### config.mk
export PLATFORM = sky130hd
export DESIGN_NAME = cmip_sync_fifo_reader_flat
export DESIGN_NICKNAME = d
export VERILOG_FILES = /design/src/rtl/cmip_sync_fifo_reader_pkg.sv /design/src/rtl/cmip_sync_fifo_reader_if.sv /design/src/rtl/cmip_sync_fifo_reader_land_buf.sv /design/src/rtl/cmip_sync_fifo_reader.sv /design/src/flat_wrapper.sv
export SDC_FILE = /design/constraint.sdc
export NUM_CORES = 1
export LEC_CHECK = 0
export CORE_ASPECT_RATIO = 0.9
export CORE_MARGIN = 10
export CORE_UTILIZATION = 40
export CTS_CLUSTER_SIZE = 10
export DETAILED_ROUTE_END_ITERATION = 10
export GPL_ROUTABILITY_DRIVEN = 0
export GPL_TIMING_DRIVEN = 1
export PLACE_DENSITY_LB_ADDON = 0.08
export SETUP_SLACK_MARGIN = 0.5
export SLEW_MARGIN = 20
export SYNTH_ARGS = -nofsm -noshare
export SYNTH_HDL_FRONTEND = slang
export SYNTH_SLANG_ARGS = --single-unit
### constraint.sdc
create_clock -name i_clk -period 3.7 [get_ports i_clk]
set_input_delay 0.555 -clock i_clk [delete_from_list [all_inputs] [get_ports i_clk]]
set_output_delay 0.555 -clock i_clk [all_outputs]
set_load 0.005 [all_outputs]
### src/rtl/cmip_sync_fifo_reader_pkg.sv
// Shared constants and helpers for the sync-FIFO reader slice.
package cmip_pkg;

    localparam int RD_LAT_MIN = 1;
    localparam int RD_LAT_MAX = 2;

    function automatic bit rd_lat_legal(input int lat);
        return (lat >= RD_LAT_MIN) && (lat <= RD_LAT_MAX);
    endfunction

    // Pointer width with one extra wrap bit so full and empty are distinguishable.
    function automatic int ptr_wdth(input int depth);
        return $clog2(depth) + 1;
    endfunction

endpackage

### src/rtl/cmip_sync_fifo_reader_if.sv
// FIFO read port plus output stream handshake of the sync-FIFO reader.
interface cmip_sync_fifo_reader_if #(
    parameter int DATA_WDTH = 32
);
    logic                 o_fifo_rd;
    logic [DATA_WDTH-1:0] i_fifo_dout;
    logic                 i_fifo_empty;
    logic                 o_vld;
    logic [DATA_WDTH-1:0] o_data;
    logic                 o_last;
    logic                 i_rdy;

    modport master (
        output o_fifo_rd, o_vld, o_data, o_last,
        input  i_fifo_dout, i_fifo_empty, i_rdy
    );

    modport slave (
        input  o_fifo_rd, o_vld, o_data, o_last,
        output i_fifo_dout, i_fifo_empty, i_rdy
    );
endinterface

### src/rtl/cmip_sync_fifo_reader_land_buf.sv
// Circular landing buffer: absorbs FIFO read returns and presents the head word.
module cmip_land_buf
    import cmip_pkg::*;
#(
    parameter int DATA_WDTH = 32,
    parameter int BUF_DPTH  = 4
) (
    input  logic                      clk,
    input  logic                      rst_n,
    input  logic                      push,
    input  logic [DATA_WDTH-1:0]      push_data,
    input  logic                      pop,
    output logic                      vld,
    output logic [DATA_WDTH-1:0]      data,
    output logic [$clog2(BUF_DPTH):0] cnt
);

    localparam int AW    = $clog2(BUF_DPTH);
    localparam int PTR_W = ptr_wdth(BUF_DPTH);

    logic [DATA_WDTH-1:0] mem [BUF_DPTH];
    logic [PTR_W-1:0]     wptr;
    logic [PTR_W-1:0]     rptr;

    always_ff @(posedge clk) begin
        if (!rst_n) begin
            wptr <= '0;
            rptr <= '0;
        end else begin
            if (push) wptr <= wptr + PTR_W'(1);
            if (pop)  rptr <= rptr + PTR_W'(1);
        end
    end

    always_ff @(posedge clk) begin
        if (push) mem[wptr[AW-1:0]] <= push_data;
    end

    // Wrap-bit pointers make the difference the exact occupancy, 0..BUF_DPTH.
    assign cnt  = wptr - rptr;
    assign vld  = (cnt != '0);
    assign data = vld ? mem[rptr[AW-1:0]] : '0;

endmodule

### src/rtl/cmip_sync_fifo_reader.sv
// Non-FWFT sync FIFO consumer: credit-limited rd issue, latency absorption and
// re-emission as a framed valid/ready stream.
module cmip_sync_fifo_reader
    import cmip_pkg::*;
#(
    parameter int DATA_WDTH = 32,
    parameter int RD_LAT    = 1,
    parameter int BUF_DPTH  = 4,
    parameter int LEN_WDTH  = 16
) (
    input  logic                    i_clk,
    input  logic                    i_rst_n,
    cmip_sync_fifo_reader_if.master bus,
    input  logic                    i_en,
    input  logic [LEN_WDTH-1:0]     i_frm_len,
    output logic                    o_busy,
    output logic [31:0]             o_frm_cnt,
    output logic                    o_unfl_int
);

    localparam int CNT_W = ptr_wdth(BUF_DPTH);
    localparam int SUM_W = CNT_W + 1;

    if (!rd_lat_legal(RD_LAT) || (BUF_DPTH < RD_LAT + 2) ||
        ((BUF_DPTH & (BUF_DPTH - 1)) != 0)) begin : g_bad_cfg
        $error("cmip_sync_fifo_reader: illegal RD_LAT/BUF_DPTH combination");
    end

    logic [RD_LAT-1:0]    rd_p;
    logic [CNT_W-1:0]     inflight;
    logic [CNT_W-1:0]     buf_cnt;
    logic                 rd;
    logic                 land;
    logic                 pop;
    logic                 last;
    logic                 buf_vld;
    logic [DATA_WDTH-1:0] buf_data;
    logic [LEN_WDTH-1:0]  wcnt;
    logic [LEN_WDTH-1:0]  len_lat;
    logic [LEN_WDTH-1:0]  len_in;

    always_comb begin
        inflight = '0;
        for (int k = 0; k < RD_LAT; k++) begin
            inflight = inflight + CNT_W'(rd_p[k]);
        end
    end

    // Every issued read owns a buffer slot from issue until it is popped.
    assign rd = i_rst_n & i_en & ~bus.i_fifo_empty &
                ((SUM_W'(inflight) + SUM_W'(buf_cnt)) < SUM_W'(BUF_DPTH));

    assign land   = rd_p[RD_LAT-1];
    assign pop    = buf_vld & bus.i_rdy;
    assign len_in = (i_frm_len == '0) ? LEN_WDTH'(1) : i_frm_len;
    assign last   = buf_vld & (wcnt == len_lat - LEN_WDTH'(1));

    // Issue -> return: rd_p[k] is the strobe k+1 cycles after issue; the tail
    // marks the cycle in which i_fifo_dout carries that read's word.
    always_ff @(posedge i_clk) begin
        if (!i_rst_n) begin
            rd_p <= '0;
        end else begin
            rd_p[0] <= rd;
            for (int k = 1; k < RD_LAT; k++) begin
                rd_p[k] <= rd_p[k-1];
            end
        end
    end

    cmip_land_buf #(
        .DATA_WDTH (DATA_WDTH),
        .BUF_DPTH  (BUF_DPTH)
    ) u_land_buf (
        .clk       (i_clk),
        .rst_n     (i_rst_n),
        .push      (land),
        .push_data (bus.i_fifo_dout),
        .pop       (pop),
        .vld       (buf_vld),
        .data      (buf_data),
        .cnt       (buf_cnt)
    );

    // Length is re-latched between frames: while idle at a frame start, and at
    // the closing pop so back-to-back frames pick up a new length at once.
    always_ff @(posedge i_clk) begin
        if (!i_rst_n) begin
            wcnt      <= '0;
            len_lat   <= LEN_WDTH'(1);
            o_frm_cnt <= '0;
        end else if (pop) begin
            if (last) begin
                wcnt      <= '0;
                len_lat   <= len_in;
                o_frm_cnt <= o_frm_cnt + 32'd1;
            end else begin
                wcnt <= wcnt + LEN_WDTH'(1);
            end
        end else if (wcnt == '0) begin
            len_lat <= len_in;
        end
    end

    assign bus.o_fifo_rd = rd;
    assign bus.o_vld     = buf_vld;
    assign bus.o_data    = buf_data;
    assign bus.o_last    = last;
    assign o_busy        = (inflight != '0) | (buf_cnt != '0);
    assign o_unfl_int    = rd & bus.i_fifo_empty;

endmodule

### src/flat_wrapper.sv
// flat-port wrapper written by rule: the top's interface ports become plain ports
module cmip_sync_fifo_reader_flat import cmip_pkg::*;
#(
    parameter int DATA_WDTH = 32,
    parameter int RD_LAT    = 1,
    parameter int BUF_DPTH  = 4,
    parameter int LEN_WDTH  = 16
)
  (i_clk, i_rst_n, i_en, i_frm_len, o_busy, o_frm_cnt, o_unfl_int, bus_o_fifo_rd, bus_o_vld, bus_o_data, bus_o_last, bus_i_fifo_dout, bus_i_fifo_empty, bus_i_rdy);
  cmip_sync_fifo_reader_if #(.DATA_WDTH(DATA_WDTH)) bus_i ();
  input  logic i_clk;
  input  logic i_rst_n;
  input  logic i_en;
  input  logic [LEN_WDTH-1:0] i_frm_len;
  output logic o_busy;
  output logic [31:0] o_frm_cnt;
  output logic o_unfl_int;
  output wire logic [$bits(bus_i.o_fifo_rd)-1:0] bus_o_fifo_rd;
  output wire logic [$bits(bus_i.o_vld)-1:0] bus_o_vld;
  output wire logic [$bits(bus_i.o_data)-1:0] bus_o_data;
  output wire logic [$bits(bus_i.o_last)-1:0] bus_o_last;
  input wire logic [$bits(bus_i.i_fifo_dout)-1:0] bus_i_fifo_dout;
  input wire logic [$bits(bus_i.i_fifo_empty)-1:0] bus_i_fifo_empty;
  input wire logic [$bits(bus_i.i_rdy)-1:0] bus_i_rdy;
  assign bus_o_fifo_rd = bus_i.o_fifo_rd;
  assign bus_o_vld = bus_i.o_vld;
  assign bus_o_data = bus_i.o_data;
  assign bus_o_last = bus_i.o_last;
  assign bus_i.i_fifo_dout = bus_i_fifo_dout;
  assign bus_i.i_fifo_empty = bus_i_fifo_empty;
  assign bus_i.i_rdy = bus_i_rdy;
  cmip_sync_fifo_reader #(.DATA_WDTH(DATA_WDTH), .RD_LAT(RD_LAT), .BUF_DPTH(BUF_DPTH), .LEN_WDTH(LEN_WDTH)) u_core (.i_clk(i_clk), .i_rst_n(i_rst_n), .bus(bus_i), .i_en(i_en), .i_frm_len(i_frm_len), .o_busy(o_busy), .o_frm_cnt(o_frm_cnt), .o_unfl_int(o_unfl_int));
endmodule
==> run summary, run 1 <==
status - finished, final reports clean
combined area of the multi-input logic cells - 3950 sq um
met3 demand-to-capacity share in global routing - 0.0370
wire length per cell - 18.5 um
period utilisation layout - 0.918
largest fanout on the critical path - 34
GRT Max-Usage Layer - met2
total routing usage reported by global routing - 0.143
maximum clock frequency - 295 MHz
number of instances in the synthesized netlist - 792
Post-layout nets - 957
Avg Vias per Cell - 5.38
via count - 6515
number of port buffers - 120
final standard cell area without fillers - 11800 sq um
final setup skew - 0.00678 ns
clock edge transition at the registers on the reported setup and hold paths - 0.06 ns
Primary FF master, synth - edfxtp_1
cell area after synthesis - 9440 sq um
Cell Area, Placed - 10900 sq um
final hold violation count - 0
area fraction of the dominant cell type after synthesis - 0.407
CP required - 3.14 ns
hold-fix buffers at CTS - 0
clock tree from TritonCTS - built
number of inserted diodes - 0
slowest stage cell, crit path - clkdlybuf4s50_1
first-pass GRT wire length - 36000 um
share of post-route cells with drive strength above 1 - 0.118
count of standard-cell rows - 53
number of placed I/O pins - 122
final period demand of the worst path - 3.40 ns
height of the die - 166 um
cell type with the largest total area after synthesis - edfxtp_1
Gate power share - 0.347
CTS HTree Levels - 1
proportion of synthesized chip area in sequential cells - 0.562
Hold Path Class - in2reg
number of setup violations in the final report - 0
longest individual stage delay on the worst path - 0.46 ns
total gr overflow - 0
Slew headroom - 0.381
crit path capture type - output port
sequential share of power - 0.364
Power Internal - 5.13 mW
routing usage on met1 - 0.187
CP startpoint kind - flop
violation count after the first detailed-route iteration - 352
most common library cells after synthesis - edfxtp_1 (128), nand2_1 (94), dfxtp_1 (73), clkbuf_1 (51)
slew at the pin with the worst max-slew slack - 0.929 ns
cell chosen for the clock root - clkbuf_16
initial antenna violation count - 0
cell chain of the critical path - inv_2 -> ha_2 -> fa_2 -> xor3_2 -> nor2_4 -> buf_12 -> nor2b_1 -> clkdlybuf4s50_1
mean area per synthesized cell - 11.9 sq um
CORE AREA - 23300 sq um
Yosys reg bits - 201
Pins Over Slew Limit - 0
number of cells traversed by the worst hold path - 3
Post-DP HPWL - 14400 um
WP depth - 8
met2 Resource Use GR - 0.231
area of the die - 30200 sq um
Skew-Pair Late Insertion Delay - 0.52 ns
count of warnings emitted by yosys - 0
fraction of the core area covered by cells at the end of the flow - 0.505
Num CTS Buffers - 24
gate family responsible for the most delay along the worst path - buffers and inverters
most numerous cell in the Yosys netlist - edfxtp_1
library cells used by synthesis - 59
LEAKAGE - 4.07 nW
combined buffer and inverter count along the critical path - 3
number of cells on the worst reg-to-reg path - 11
Bufs on Longest Clock Path - 3
relative contribution of the clock network to total power - 0.289
number of clock sinks - 201
signed area change from the synthesized netlist to the final layout - 24.5%
CP Data Arrival Time - 2.84 ns
RSZ-0062 raised after global routing - true
Die X-Extent - 182 um
total wirelength of the detailed-routed design - 22400 um
maximum number of pins on one net before global-route repair - 137
maxcap violations - 0
first-pass iteration count of the detailed router - 4
Peak supply drop - 0.380 mV
fill cell count - 2027
switching pwr - 2.33 mW
setup TNS - 0 ns
ratio of total power to cell area - 635 nW/um^2
Post-Syn Nets - 856
largest cells by area after synthesis - edfxtp_1 (41%), dfxtp_1 (15%), mux4_2 (7.6%)
count of flip-flops with a built-in enable after synthesis - 128
switching fraction of total power - 0.312
worst setup path class - reg2out
vias in the first global route - 6652
Initial Util - 0.406
residual antenna-violating net count after detailed routing - 0
number of remaining DRC errors - 0
async set-reset flop share out of synthesis - 0
sequential standard cell area - 5310 sq um
flip-flops by register name, indices dropped and copies added, names as in the netlist, named ones only:
name	cells
u_core.len_lat	16
u_core.u_land_buf.mem	128
u_core.o_frm_cnt	32
u_core.land	1
u_core.wcnt	16
u_core.u_land_buf.rptr	3
u_core.u_land_buf.wptr	3
what timing repair did:
action	in CTS	in global routing
setup endpoints to repair	72	67
setup buffers	2	0
pin swaps	2	5
resized for setup	20	14
through the flow:
stage	setup slack, ns	total power, mW	hold slack [ns]	cells
after floorplan	0.706	4.10	0.462	792
after global placement	0.213	5.22	0.468	1167
after detailed placement	0.124	5.25	0.482	1167
after CTS	0.283	7.53	0.412	1211
after global routing	0.195	7.89	0.457	1211
final	0.304	7.46	0.445	1211
worst paths after layout:
path,from,to,slack [ns]
worst max-delay path,u_core.u_land_buf.wptr[0],bus_o_data[7],0.30
worst min-delay path,i_rst_n,u_core.land,0.44
worst max register to register,u_core.u_land_buf.wptr[0],u_core.o_frm_cnt[16],0.71
worst min register to register,u_core.o_frm_cnt[7],u_core.o_frm_cnt[7],0.49
power by group through the flow:
| stage | Combinational [mW] | Sequential, mW | Clock, mW |
|---|---|---|---|
| floorplan | 1.47 | 2.63 | 0 |
| global placement | 2.47 | 2.75 | 0 |
| detailed placement | 2.49 | 2.76 | 0 |
| CTS | 2.59 | 2.72 | 2.22 |
| global route | 2.84 | 2.75 | 2.31 |
| finish | 2.59 | 2.72 | 2.16 |
cell families (layout without fill, tap and decap cells):
kind of cell               after synthesis  in the layout  synth area share
AOI/OAI and AO/OA                       56             56            0.0507
xor gates and xnor gates                39             39            0.0378
adders and majority gates               11             11            0.0154
buffers and inverters                   71            188            0.0294
DFF                                    201            201             0.562
muxes                                   66             66             0.112
other                                    1              1          0.000397
and+or+nand+nor                        347            347             0.192
worst register-to-register path: stages, from the launching register on:
cell	delay [ns]
dfxtp_2	0.33
inv_2	0.05
ha_2	0.18
fa_2	0.34
xor3_2	0.35
nor2_4	0.06
nor4_4	0.31
nand4_1	0.19
a2111oi_4	0.40
buf_8	0.29
and3_1	0.23
mux2i_1	0.19
layer usage:
metal / wire length [um] / vias up
met5: 0 / -
met1: 10300 / 3150
met4: 398 / 0
met3: 1330 / 25
met2: 10400 / 174
li1: - / 3166
final cells by class:
type / count / share of cell area
clock buffer: 40 / 0.0571
inverter: 10 / 0.00319
tap: 302 / 0.0321
multi-input combinational: 520 / 0.336
clock inverter: 2 / 0.00394
timing repair buffer: 136 / 0.116
sequential: 201 / 0.452
placed cells by master (no fill, tap or decap), types with 15 or more instances in the layout:
cell type	count
a41oi_1	16
and3_1	21
clkbuf_1	15
clkbuf_16	24
clkdlybuf4s50_1	116
dfxtp_1	68
edfxtp_1	128
mux2i_1	34
mux4_2	32
nand2_1	93
nand2b_1	29
nand3_1	27
nand4_1	34
nor2_1	33
nor2b_1	34
nor3_1	27
o311ai_0	15
xnor2_1	20
xor2_1	18
(Power assumes the default switching activity.)
==> inputs of run 2 (changes only) <==
--- a/config.mk
+++ b/config.mk
@@ -5,6 +5,7 @@
 export SDC_FILE = /design/constraint.sdc
 export NUM_CORES = 1
 export LEC_CHECK = 0
+export ABC_AREA = 1
 export CORE_ASPECT_RATIO = 0.9
 export CORE_MARGIN = 10
 export CORE_UTILIZATION = 40
==> run 2 against run 1 <==
  * Count of clock-buffer cells in the layout grew 3
  * Worst hold slack gained 0.050 ns
  * Via count grew 21%
  * Highest routed layer is now met5
  * Fmax grew 5.3%
  * First-iteration DRC count grew 18%
  * Clock skew is essentially flat
  * Utilization grew 0.34 points
  * Critical endpoint is now bus_o_data[10]
  * Combinational power grew 52%
  * Design area grew 4.3%
==> run summary, run 2 <==
status - finished, final reports clean (unchanged)
count of standard-cell rows - 54 (was 53)
maxcap violations - 0 (unchanged)
Initial Util - 0.404 (was 0.406)
most common library cells after synthesis - nand2_1 (226), nor2_1 (209), edfxtp_1 (128), inv_1 (123), dfxtp_1 (73) (was edfxtp_1 (128), nand2_1 (94), dfxtp_1 (73), clkbuf_1 (51))
CTS HTree Levels - 1 (unchanged)
maximum number of pins on one net before global-route repair - 39 (was 137)
number of setup violations in the final report - 0 (unchanged)
wire length per cell - 16.0 um (was 18.5 um)
Gate power share - 0.451 (was 0.347)
routing usage on met1 - 0.213 (was 0.187)
total routing usage reported by global routing - 0.156 (was 0.143)
share of post-route cells with drive strength above 1 - 0.0683 (was 0.118)
first-pass GRT wire length - 39700 um (was 36000 um)
crit path capture type - output port (unchanged)
LEAKAGE - 5.06 nW (was 4.07 nW)
Post-layout nets - 1320 (was 957)
final hold violation count - 0 (unchanged)
area of the die - 31000 sq um (was 30200 sq um)
sequential share of power - 0.305 (was 0.364)
clock edge transition at the registers on the reported setup and hold paths - 0.05 ns (was 0.06 ns)
cell chosen for the clock root - clkbuf_16 (unchanged)
most numerous cell in the Yosys netlist - nand2_1 (was edfxtp_1)
Die X-Extent - 184 um (was 182 um)
setup TNS - 0 ns (unchanged)
CORE AREA - 24100 sq um (was 23300 sq um)
Post-Syn Nets - 1194 (was 856)
Skew-Pair Late Insertion Delay - 0.52 ns (about the same)
violation count after the first detailed-route iteration - 416 (was 352)
met3 demand-to-capacity share in global routing - 0.0314 (was 0.0370)
async set-reset flop share out of synthesis - 0 (unchanged)
worst setup path class - reg2out (unchanged)
Placed Cells - 1528 (was 1167)
Yosys reg bits - 201 (unchanged)
cell type with the largest total area after synthesis - edfxtp_1 (unchanged)
number of instances in the synthesized netlist - 1130 (was 792)
total wirelength of the detailed-routed design - 25400 um (was 22400 um)
vias in the first global route - 7507 (was 6652)
Bufs on Longest Clock Path - 3 (unchanged)
switching pwr - 3.16 mW (was 2.33 mW)
clock tree from TritonCTS - built (unchanged)
number of inserted diodes - 0 (unchanged)
Power Internal - 5.59 mW (was 5.13 mW)
height of the die - 168 um (was 166 um)
residual antenna-violating net count after detailed routing - 0 (unchanged)
Hold Path Class - reg2reg (was in2reg)
count of flip-flops with a built-in enable after synthesis - 128 (unchanged)
number of remaining DRC errors - 0 (unchanged)
number of clock sinks - 201 (unchanged)
largest cells by area after synthesis - edfxtp_1 (39%), dfxtp_1 (15%), nand2_1 (8.7%) (was edfxtp_1 (41%), dfxtp_1 (15%), mux4_2 (7.6%))
period utilisation layout - 0.872 (was 0.918)
relative contribution of the clock network to total power - 0.244 (was 0.289)
slew at the pin with the worst max-slew slack - 0.825 ns (was 0.929 ns)
switching fraction of total power - 0.361 (was 0.312)
cell area after synthesis - 9740 sq um (was 9440 sq um)
GRT Max-Usage Layer - met2 (unchanged)
ratio of total power to cell area - 713 nW/um^2 (was 635 nW/um^2)
initial antenna violation count - 1 (was 0)
Post-Layout Cell Count - 1582 (was 1211)
largest fanout on the critical path - 8 (was 34)
signed area change from the synthesized netlist to the final layout - 26.0% (was 24.5%)
met2 Resource Use GR - 0.250 (was 0.231)
Primary FF master, synth - edfxtp_1 (unchanged)
CP startpoint kind - flop (unchanged)
Post-DP HPWL - 16800 um (was 14400 um)
final period demand of the worst path - 3.22 ns (was 3.40 ns)
Post-Route Hold Slack - 0.495 ns (was 0.445 ns)
Num CTS Buffers - 24 (unchanged)
area fraction of the dominant cell type after synthesis - 0.395 (was 0.407)
via count - 7882 (was 6515)
number of placed I/O pins - 122 (unchanged)
Slew headroom - 0.449 (was 0.381)
proportion of synthesized chip area in sequential cells - 0.545 (was 0.562)
total gr overflow - 0 (unchanged)
count of warnings emitted by yosys - 0 (unchanged)
number of port buffers - 120 (unchanged)
register-to-register path setup slack - 0.77 ns (was 0.71 ns)
first-pass iteration count of the detailed router - 5 (was 4)
final setup skew - 0.00711 ns (was 0.00678 ns)
number of flip-flops under the largest register name - 128 (unchanged)
RSZ-0062 raised after global routing - true (unchanged)
commonest cells after routing, fill and taps aside - nand2_1 (220), nor2_1 (207), edfxtp_1 (128) (was edfxtp_1 (128), clkdlybuf4s50_1 (116), nand2_1 (93))
Avg Vias per Cell - 4.98 (was 5.38)
library cells used by synthesis - 39 (was 59)
Pins Over Slew Limit - 0 (unchanged)
Peak supply drop - 0.391 mV (was 0.380 mV)
CP Data Arrival Time - 2.67 ns (was 2.84 ns)
most frequent standard cell in the layout excluding fill and tap cells - nand2_1 (was edfxtp_1)
mean area per synthesized cell - 8.62 sq um (was 11.9 sq um)
post-route total power - 8.75 mW (was 7.46 mW)
CP required - 3.14 ns (about the same)
maximum clock frequency - 310 MHz (was 295 MHz)
==> run 2: metrics by stage <==
stage | utilization | area [sq um] | worst slack [ns]
2_1_floorplan | - | 9740 | 1.08
3_3_place_gp | 0.466 | 11200 | 0.692
3_5_place_dp | 0.466 | 11200 | 0.630
4_1_cts | 0.498 | 12000 | 0.315
5_1_grt | 0.508 | 12300 | 0.348
6_report | 0.508 | 12300 | 0.475
==> run 2: critical path, stage by stage, from the launching register on <==
cell and delay [ns]:
dfxtp_2 0.36, inv_4 0.06, ha_4 0.15, fa_2 0.54
nand2_1 0.05, inv_1 0.10, nand2_4 0.08, buf_12 0.14
clkbuf_16 0.16, nand2_1 0.06, inv_1 0.03, clkdlybuf4s50_1 0.43
==> run 2: area by class of cell <==
cell class              count  area (sq um)
fillers                  2302         11900
flip-flops and latches    201          5310
multi-input cells         757          3810
repair buffers            146          1580
clock buffers              43           692
inverters                 126           478
well taps                 308           385
clock inverters             1          16.3
==> run 2: cell families (layout without fill, tap and decap cells) <==
logic type	Yosys count	after routing	synth area share
AND/OR/NAND/NOR	584	584	0.260
AO/OA/AOI/OAI	127	127	0.0784
XOR/XNOR	34	34	0.0306
adder cells (fa/ha/maj)	11	11	0.0149
other	1	1	0.000385
flip-flops	201	201	0.545
buffers and inverters	172	316	0.0707
==> run 2: final timing paths <==
path                                                 from              endpoint  cells past startpoint
worst max-delay path            u_core.u_land_buf.wptr[0]        bus_o_data[10]                     11
worst min-delay path                 u_core.o_frm_cnt[25]  u_core.o_frm_cnt[25]                      2
worst max register to register  u_core.u_land_buf.wptr[0]     u_core.len_lat[3]                     16
worst min register to register       u_core.o_frm_cnt[25]  u_core.o_frm_cnt[25]                      2
==> run 2: power groups by stage <==
| stage | combinational (mW) | sequential, mW | clock [mW] |
|---|---|---|---|
| final | 3.94 | 2.67 | 2.13 |
| after global routing | 4.43 | 2.69 | 2.28 |
| after CTS | 3.70 | 2.67 | 2.19 |
| after detailed placement | 3.44 | 2.71 | 0 |
| after global placement | 3.43 | 2.71 | 0 |
| after floorplan | 2.05 | 2.67 | 0 |
==> run 2: timing repair <==
action / CTS / global route
gates cloned: 1 / 3
endpoints found under the setup margin: 35 / 63
pin swaps: 4 / 7
buffers inserted: 2 / 4
hold buffers: 0 / 0
resized for setup: 15 / 49
==> run 2: routing by layer <==
layer / vias to the layer above / part of all wire / routed length (um)
met3: 37 / 0.051 / 1300
met1: 3648 / 0.48 / 12100
met4: 2 / 0.024 / 611
met5: - / 0.00051 / 13
met2: 164 / 0.44 / 11300
li1: 4031 / - / -
==> inputs of run 3 (changes only) <==
--- a/config.mk
+++ b/config.mk
@@ -6,7 +6,7 @@
 export NUM_CORES = 1
 export LEC_CHECK = 0
 export ABC_AREA = 1
-export CORE_ASPECT_RATIO = 0.9
+export CAP_MARGIN = 30
 export CORE_MARGIN = 10
 export CORE_UTILIZATION = 40
 export CTS_CLUSTER_SIZE = 10
==> run 3 against run 2 <==
  * First-iteration DRC count rose by 25%
  * Wire length about the same
  * Register-to-register slack about the same
  * Final cell count up 1.3%
  * Combinational power fell by 2%
  * Design area fell by 0.13%
  * Worst hold slack improved by 0.0028 ns
  * Power rose by 0.12%
  * Largest power group unchanged
  * Highest routed layer unchanged
==> run summary, run 3 (synthesis results as in run 2) <==
status - finished, final reports clean (unchanged)
signed area change from the synthesized netlist to the final layout - 25.8% (was 26.0%)
clock edge transition at the registers on the reported setup and hold paths - 0.06 ns (was 0.05 ns)
Post-DP HPWL - 16900 um (was 16800 um)
area of the die - 31000 sq um (about the same)
largest fanout on the critical path - 4 (was 8)
slowest stage cell, crit path - fa_2 (unchanged)
gate family responsible for the most delay along the worst path - simple AND/OR/NAND/NOR gates (was buffers and inverters)
cell chain of the critical path - inv_4 -> ha_4 -> fa_2 -> inv_2 -> nand2_2 -> nand3_1 -> nand2_2 -> nand2_8 -> buf_12 -> buf_4 -> nand2_1 -> nor2_2 -> nand3_2 -> nor2_4 -> buf_2 (was inv_4 -> ha_4 -> fa_2 -> nand2_1 -> inv_1 -> nand2_4 -> buf_12 -> clkbuf_16 -> nand2_1 -> inv_1 -> clkdlybuf4s50_1)
number of flip-flops under the largest register name - 128 (unchanged)
Critical Path Most Common Cell - nand2_2
via count - 7965 (was 7882)
Gate power share - 0.441 (was 0.451)
total routing usage reported by global routing - 0.160 (was 0.156)
initial antenna violation count - 1 (unchanged)
first-pass iteration count of the detailed router - 5 (unchanged)
Slew headroom - 0.608 (was 0.449)
fraction of the core area covered by cells at the end of the flow - 0.508 (about the same)
Power Internal - 5.61 mW (was 5.59 mW)
number of inserted diodes - 0 (unchanged)
final setup skew - 0.0101 ns (was 0.00711 ns)
longest individual stage delay on the worst path - 0.37 ns (was 0.54 ns)
CP Data Arrival Time - 2.64 ns (was 2.67 ns)
maximum number of pins on one net before global-route repair - 65 (was 39)
relative contribution of the clock network to total power - 0.245 (was 0.244)
final standard cell area without fillers - 12200 sq um (was 12300 sq um)
final hold violation count - 0 (unchanged)
Num CTS Buffers - 24 (unchanged)
Bufs on Longest Clock Path - 3 (unchanged)
clock tree from TritonCTS - built (unchanged)
maximum clock frequency - 313 MHz (was 310 MHz)
ratio of total power to cell area - 715 nW/um^2 (was 713 nW/um^2)
CTS HTree Levels - 1 (unchanged)
number of port buffers - 120 (unchanged)
fill cell count - 2353 (was 2302)
final period demand of the worst path - 3.19 ns (was 3.22 ns)
sequential share of power - 0.314 (was 0.305)
maxcap violations - 0 (unchanged)
Post-layout nets - 1325 (was 1320)
total wirelength of the detailed-routed design - 25400 um (about the same)
height of the die - 176 um (was 168 um)
Die X-Extent - 176 um (was 184 um)
vias in the first global route - 7711 (was 7507)
number of setup violations in the final report - 0 (unchanged)
number of remaining DRC errors - 0 (unchanged)
CP startpoint kind - flop (unchanged)
crit path capture type - output port (unchanged)
Pins Over Slew Limit - 0 (unchanged)
Initial Util - 0.404 (about the same)
CP required - 3.14 ns (about the same)
Cell Area, Placed - 11300 sq um (was 11200 sq um)
count of standard-cell rows - 57 (was 54)
RSZ-0062 raised after global routing - true (unchanged)
LEAKAGE - 4.91 nW (was 5.06 nW)
violation count after the first detailed-route iteration - 520 (was 416)
share of post-route cells with drive strength above 1 - 0.0759 (was 0.0683)
switching pwr - 3.15 mW (was 3.16 mW)
wire length per cell - 15.8 um (was 16.0 um)
hold-fix buffers at CTS - 0 (unchanged)
worst setup path class - reg2out (unchanged)
Skew-Pair Late Insertion Delay - 0.51 ns (was 0.52 ns)
number of clock sinks - 201 (unchanged)
CORE AREA - 24100 sq um (about the same)
switching fraction of total power - 0.359 (was 0.361)
Hold Path Class - reg2reg (unchanged)
setup TNS - 0 ns (unchanged)
most frequent standard cell in the layout excluding fill and tap cells - nand2_1 (unchanged)
commonest cells after routing, fill and taps aside - nand2_1 (220), nor2_1 (208), edfxtp_1 (128) (was nand2_1 (220), nor2_1 (207), edfxtp_1 (128))
total gr overflow - 0 (unchanged)
residual antenna-violating net count after detailed routing - 0 (unchanged)
Peak supply drop - 0.481 mV (was 0.391 mV)
Avg Vias per Cell - 4.97 (was 4.98)
first-pass GRT wire length - 41000 um (was 39700 um)
cell chosen for the clock root - clkbuf_16 (unchanged)
period utilisation layout - 0.863 (was 0.872)
number of placed I/O pins - 122 (unchanged)
combined buffer and inverter count along the critical path - 5 (was 6)
Post-Route Hold Slack - 0.497 ns (was 0.495 ns)
slew at the pin with the worst max-slew slack - 0.585 ns (was 0.825 ns)
-- run 3: cell types whose count changed in the layout (fill, tap and decap cells not counted), sizes merged --
| cell | delta |
|---|---|
| dlymetal6s2s | -17 |
| dlygate4sd2 | +14 |
| buf | +7 |
| bufbuf | +1 |
| clkdlybuf4s50 | -1 |
-- run 3: final timing paths --
kind                            cells past startpoint                       from                    to  slack [ns]
worst min register to register                      2       u_core.o_frm_cnt[31]  u_core.o_frm_cnt[31]        0.50
worst min-delay path                                2       u_core.o_frm_cnt[31]  u_core.o_frm_cnt[31]        0.50
worst max-delay path                               15  u_core.u_land_buf.wptr[0]            bus_o_last        0.51
worst max register to register                     18  u_core.u_land_buf.wptr[0]       u_core.wcnt[11]        0.77
-- run 3: repair_timing --
| item | CTS | global route |
|---|---|---|
| resized for setup | 45 | 31 |
| pin swaps | 5 | 3 |
| buffers inserted | 8 | 4 |
| hold endpoints to repair | 0 | 0 |
| setup endpoints to repair | 35 | 54 |
| cloned | 3 | 0 |
-- run 3: power groups by stage --
stage | clock network [mW] | logic, mW | registers, mW
global placement | 0 | 3.34 | 2.79
detailed placement | 0 | 3.37 | 2.79
CTS | 2.20 | 3.87 | 2.75
finish | 2.15 | 3.86 | 2.75
floorplan | 0 | 2.05 | 2.67
global route | 2.29 | 4.32 | 2.78
-- run 3: layout make-up --
class | instances | area (sq um) | area share
well taps | 324 | 405 | 0.0331
clock buffers | 42 | 698 | 0.0570
flip-flops and latches | 201 | 5310 | 0.434
clock inverters | 1 | 16.3 | 0.00133
multi-input cells | 757 | 3800 | 0.310
repair buffers | 151 | 1540 | 0.126
inverters | 126 | 475 | 0.0388
-- run 3: through the flow --
step / total power [mW] / setup WS [ns] / instances
after global routing: 9.40 / 0.371 / 1602
final: 8.76 / 0.508 / 1602
after CTS: 8.83 / 0.443 / 1598
after floorplan: 4.72 / 1.08 / 1130
after detailed placement: 6.16 / 0.697 / 1544
after global placement: 6.13 / 0.758 / 1544
-- run 3: worst min-delay path, stage by stage (launching register included) --
cell and delay, ns:
dfxtp_1 0.33, nand2_1 0.07, a21oi_1 0.05
-- run 3: layer usage --
metal,GRT usage,up-vias,wire length (um)
met1,0.207,3725,11700
met4,0.0357,2,459
met5,0,-,13
li1,-,4033,-
met3,0.0297,38,1260
met2,0.273,167,11900
